--- src/rtl/mem_port_arbiter.sv ---
// mem_port_arbiter: shares a DEPTH x WIDTH asynchronous-read memory between two
// request ports, one grant per cycle, with registered per-port read responses.
module mem_port_arbiter #(
    parameter int DEPTH = 8,
    parameter int WIDTH = 32,
    parameter bit FIXED_PRIO = 0
) (
    input  logic             clk,
    input  logic             reset,
    input  logic             io_req0_valid,
    output logic             io_req0_ready,
    input  logic             io_req0_wen,
    input  logic [31:0]      io_req0_addr,
    input  logic [WIDTH-1:0] io_req0_wdata,
    output logic             io_resp0_valid,
    output logic [WIDTH-1:0] io_resp0_data,
    input  logic             io_req1_valid,
    output logic             io_req1_ready,
    input  logic             io_req1_wen,
    input  logic [31:0]      io_req1_addr,
    input  logic [WIDTH-1:0] io_req1_wdata,
    output logic             io_resp1_valid,
    output logic [WIDTH-1:0] io_resp1_data
);
    localparam int AW = DEPTH > 1 ? $clog2(DEPTH) : 1;

    logic [WIDTH-1:0] mem [DEPTH];
    logic             last_grant;
    logic             grant0;
    logic             grant1;
    logic             rd0;
    logic             rd1;
    logic             wen;
    logic [AW-1:0]    idx;
    logic [WIDTH-1:0] wdata;
    logic             unused_addr;

    assign unused_addr = ^{io_req0_addr[31:AW], io_req1_addr[31:AW]};

    // On contention the port not named by last_grant wins; fixed mode pins it to port 0.
    always_comb begin
        grant0 = !reset && io_req0_valid && (!io_req1_valid || FIXED_PRIO || last_grant);
        grant1 = !reset && io_req1_valid && !grant0;
        idx    = grant1 ? io_req1_addr[AW-1:0] : io_req0_addr[AW-1:0];
        wen    = grant1 ? io_req1_wen : io_req0_wen;
        wdata  = grant1 ? io_req1_wdata : io_req0_wdata;
        rd0    = grant0 && !io_req0_wen;
        rd1    = grant1 && !io_req1_wen;
    end

    assign io_req0_ready = grant0;
    assign io_req1_ready = grant1;

    always_ff @(posedge clk) begin
        if ((grant0 || grant1) && wen)
            mem[idx] <= wdata;
    end

    always_ff @(posedge clk or posedge reset) begin
        if (reset)
            last_grant <= 1'b1;
        else if (grant0 || grant1)
            last_grant <= grant1;
    end

    always_ff @(posedge clk or posedge reset) begin
        if (reset) begin
            io_resp0_valid <= 1'b0;
            io_resp1_valid <= 1'b0;
            io_resp0_data  <= '0;
            io_resp1_data  <= '0;
        end else begin
            io_resp0_valid <= rd0;
            io_resp1_valid <= rd1;
            if (rd0)
                io_resp0_data <= mem[idx];
            if (rd1)
                io_resp1_data <= mem[idx];
        end
    end
endmodule

--- config.mk ---
export PLATFORM = sky130hd
export DESIGN_NAME = mem_port_arbiter
export DESIGN_NICKNAME = d
export VERILOG_FILES = /design/src/rtl/mem_port_arbiter.sv
export SDC_FILE = /design/constraint.sdc
export NUM_CORES = 1
export LEC_CHECK = 0
export BUFFER_PORTS_ARGS = -buffer_cell sky130_fd_sc_hd__buf_2
export CORE_MARGIN = 1
export CORE_UTILIZATION = 35
export CTS_CLUSTER_DIAMETER = 150
export DETAILED_ROUTE_END_ITERATION = 7
export GPL_TIMING_DRIVEN = 0
export PLACE_DENSITY = 0.53
export SYNTH_ARGS = -nofsm -noshare
export SYNTH_HDL_FRONTEND = slang
export SYNTH_SLANG_ARGS = --single-unit
export TNS_END_PERCENT = 50
--- constraint.sdc ---
create_clock -name clk -period 4.9 [get_ports clk]
set_input_delay 0.98 -clock clk [delete_from_list [all_inputs] [get_ports clk]]
set_output_delay 0.98 -clock clk [all_outputs]
set_load 0.05 [all_outputs]
==> flow_summary.json <==
{
  "status": "finished clean",
  "final_util_pct": 43.2,
  "async_flop_share_pct": 20.7,
  "ff2ff_path_depth": 8,
  "grt_pass1_wl_mm": 66.9,
  "grt_pass1_vias": 9918,
  "min_period_ps": 4050,
  "seq_area_frac_synth_pct": 63.0,
  "drt-wirelength-per-cell_um": 26.9,
  "initial_core_util_pct": 35.4,
  "worstSetupPathType": "input pin to output pin",
  "fmaxAchievable_ghz": 0.247,
  "port_buffers": 139,
  "dp_cells": 1650,
  "p_per_area_mw_per_mm2": 421,
  "wirelength_mm": 46.2,
  "via_per_inst": 5.72,
  "synthesis.nets": 1082,
  "vias": 9815,
  "nFillCells": 3768,
  "drive_gt1_share_pct": 31.9,
  "cts-hold-fix-buffers": 0,
  "synth_area_mm2": 0.0149,
  "holdPathEnd": "last_grant$_DFFE_PP1P_",
  "track_usage_pct": 21.3,
  "p_total_w": 0.00763,
  "power_frac_comb_pct": 17.9,
  "clock_power_share_pct": 39.1,
  "slew_viol_final": 0,
  "regToRegStartpoint": "last_grant$_DFFE_PP1P_",
  "die-area_mm2": 0.0433,
  "ant_nets": 0,
  "core-area_mm2": 0.0419,
  "crit_arrival_ps": 3070,
  "syn_avg_cell_area_um2": 15.7,
  "path_clk_slew_ps": 60,
  "yosys.area_share.simple_pct": 1.79,
  "switching_share_pct": 29.3,
  "synthXorXnorAreaFrac_pct": 0,
  "grt_max_degree": 54,
  "power_leakage_nw": 6.57,
  "setup-violations-final": 0,
  "place_area_mm2": 0.0168,
  "critPathLaunchType": "input pin",
  "synth.distinct_cells": 36,
  "cp_max_fo": 10,
  "drc": 0,
  "multiInputGateArea_mm2": 0.00514,
  "ys.warnings.count": 0,
  "synth_mux_area_share_pct": 20.9,
  "cts_buffer_depth": 3,
  "overflow": 0,
  "clk_latency_ps": 530,
  "cp_data_required_time_ps": 3920,
  "cts_setup_buffers": 0,
  "cp_slowest_stage_delay_ps": 890,
  "firstDrtPassIters": 5,
  "worstHoldStart": "last_grant$_DFFE_PP1P_",
  "maxCapViolCount": 0,
  "die-width_um": 208,
  "whs_path_depth": 2,
  "ys_ff_latch": 323,
  "die_h_um": 208,
  "crit_family": "buffers and inverters",
  "num_io_pins": 202,
  "htree_levels": 2,
  "rsz0062_at_grt": "no",
  "syn_inst": 948,
  "root_buffer": "clkbuf_16",
  "final_cells": 1717,
  "cts_sinks": 323,
  "worst_setup_path_end_kind": "output pin",
  "period_share_pct": 82.7,
  "synth_compound_area_share_pct": 11.3,
  "worst_pin_slew_ps": 1190,
  "row_count": 75,
  "power_frac_seq_pct": 43.0,
  "power_switching_w": 0.00223,
  "r2r-end": "mem[6][27]$_DFFE_PP_",
  "finalHoldViolCount": 0,
  "final_net_count": 1284,
  "synth_top_family_by_area": "multiplexers",
  "cts_tree": "yes",
  "n_antenna_cell": 0,
  "cp_num_buf_inv": 3,
  "worstPathCellList": "buf_2 -> a21bo_2 -> nor2_1 -> buf_2 -> buf_2",
  "design_area_mm2": 0.0181,
  "area.growth.synth_to_final_pct": 21.9,
  "gp_congestion": 0.786,
  "p_int_w": 0.00540,
  "numCtsBuffers": 37,
  "reg2reg_setup_slack_ps": 1890,
  "hp-class": "flip-flop to flip-flop",
  "cts.repair.resized": 0,
  "max_slew_margin_pct": 20.4,
  "finClkSkew_ps": 20.9,
  "antenna_found_initial": 2,
  "post-dp-hpwl_mm": 31.2,
  "synthFlopType": "edfxtp_1",
  "cp_slowest_cell": "nor2_1",
  "cp_common_cell": "buf_2",
  "seqCellArea_mm2": 0.00937,
  "synthAdderAreaFrac_pct": 0,
  "drt-initial-drc-count": 835,
  "synth_edf_count": 256,
  "ir_worst_vdd_v": 0.000227
}
placed cells by master (no fill, tap or decap), types with 11 or more instances in the layout:
master,instances
edfxtp_1,256
buf_2,173
mux2i_1,136
a31oi_1,114
o22a_1,68
dfrtp_1,66
mux2_2,60
clkbuf_1,51
mux4_2,39
clkbuf_16,37
nand2_1,34
a222oi_1,14
a21oi_1,14
buf_8,11
through the flow:
stage	setup WS (ps)	setup TNS, ps	hold WS, ps
2_1_floorplan	135	0	455
3_3_place_gp	-3520	-965040	470
3_5_place_dp	861	0	485
4_1_cts	873	0	494
5_1_grt	766	0	514
6_report	849	0	490
worst reg2reg max path: cells and delay by family (launching register included):
| kind | cells | cell delay, ps |
|---|---|---|
| and+or+nand+nor | 1 | 100 |
| AOI/OAI and AO/OA | 2 | 920 |
| DFF | 1 | 550 |
| buffers and inverters | 5 | 1130 |
worst max path at each step:
stage | to | slack [ps] | from | cells past startpoint
6_report | io_req1_ready | 850 | io_req1_valid | 5
5_1_grt | io_req1_ready | 770 | io_req1_valid | 5
4_1_cts | io_req1_ready | 870 | io_req1_valid | 5
3_5_place_dp | mem[1][21]$_DFFE_PP_ | 860 | reset | 6
3_3_place_gp | mem[1][20]$_DFFE_PP_ | -3520 | io_req0_addr[2] | 7
2_1_floorplan | mem[1][0]$_DFFE_PP_ | 130 | io_req0_addr[2] | 6
power by group through the flow:
| stage | combinational [W] | sequential [W] | clock (W) |
|---|---|---|---|
| floorplan | 0.000478 | 0.00376 | 0 |
| global placement | 0.00133 | 0.00334 | 0 |
| detailed placement | 0.00137 | 0.00334 | 0 |
| CTS | 0.00137 | 0.00328 | 0.00302 |
| global route | 0.00145 | 0.00329 | 0.00313 |
| finish | 0.00137 | 0.00328 | 0.00298 |
Yosys cell counts, drive strengths merged, types with 6 or more instances:
master / count / share of area [%]
dfrtp: 66 / 11
clkbuf: 46 / 1.2
or4: 6 / 0.30
o22a: 68 / 4.0
mux4: 46 / 7.2
a222oi: 14 / 0.94
edfxtp: 256 / 52
buf: 44 / 1.7
a21oi: 14 / 0.47
a211oi: 8 / 0.40
inv: 7 / 0.18
nand2: 34 / 0.86
mux2i: 136 / 9.2
a31oi: 114 / 4.8
mux2: 60 / 4.5
per-layer routing:
metal,routed length (um),track usage (%),up-vias
met1,19800,28.4,5016
li1,-,-,4305
met2,21800,34.6,386
met5,27,0,-
met4,1420,7.48,4
met3,3130,4.42,104
registers in the layout (all words and copies together), names as in the netlist:
signal and flops:
io_resp0_valid 1, io_resp1_valid 1, io_resp1_data 32, last_grant 1, io_resp0_data 32, mem 256
area by class of cell:
type                    count  area share [%]
plain buffers              90            2.36
clock buffers              49            5.69
clock inverters            18            1.55
inverters                   7           0.145
multi-input cells         528            28.4
flip-flops and latches    323            51.7
well taps                 539            3.72
repair buffers            163            6.44
kinds of logic (layout without fill, tap and decap cells):
logic type      Yosys count  count (layout)
flops                   323             323
simple gates             56              56
buf+inv                  97             327
mux                     242             242
compound gates          230             230
(Power assumes the default switching activity.)
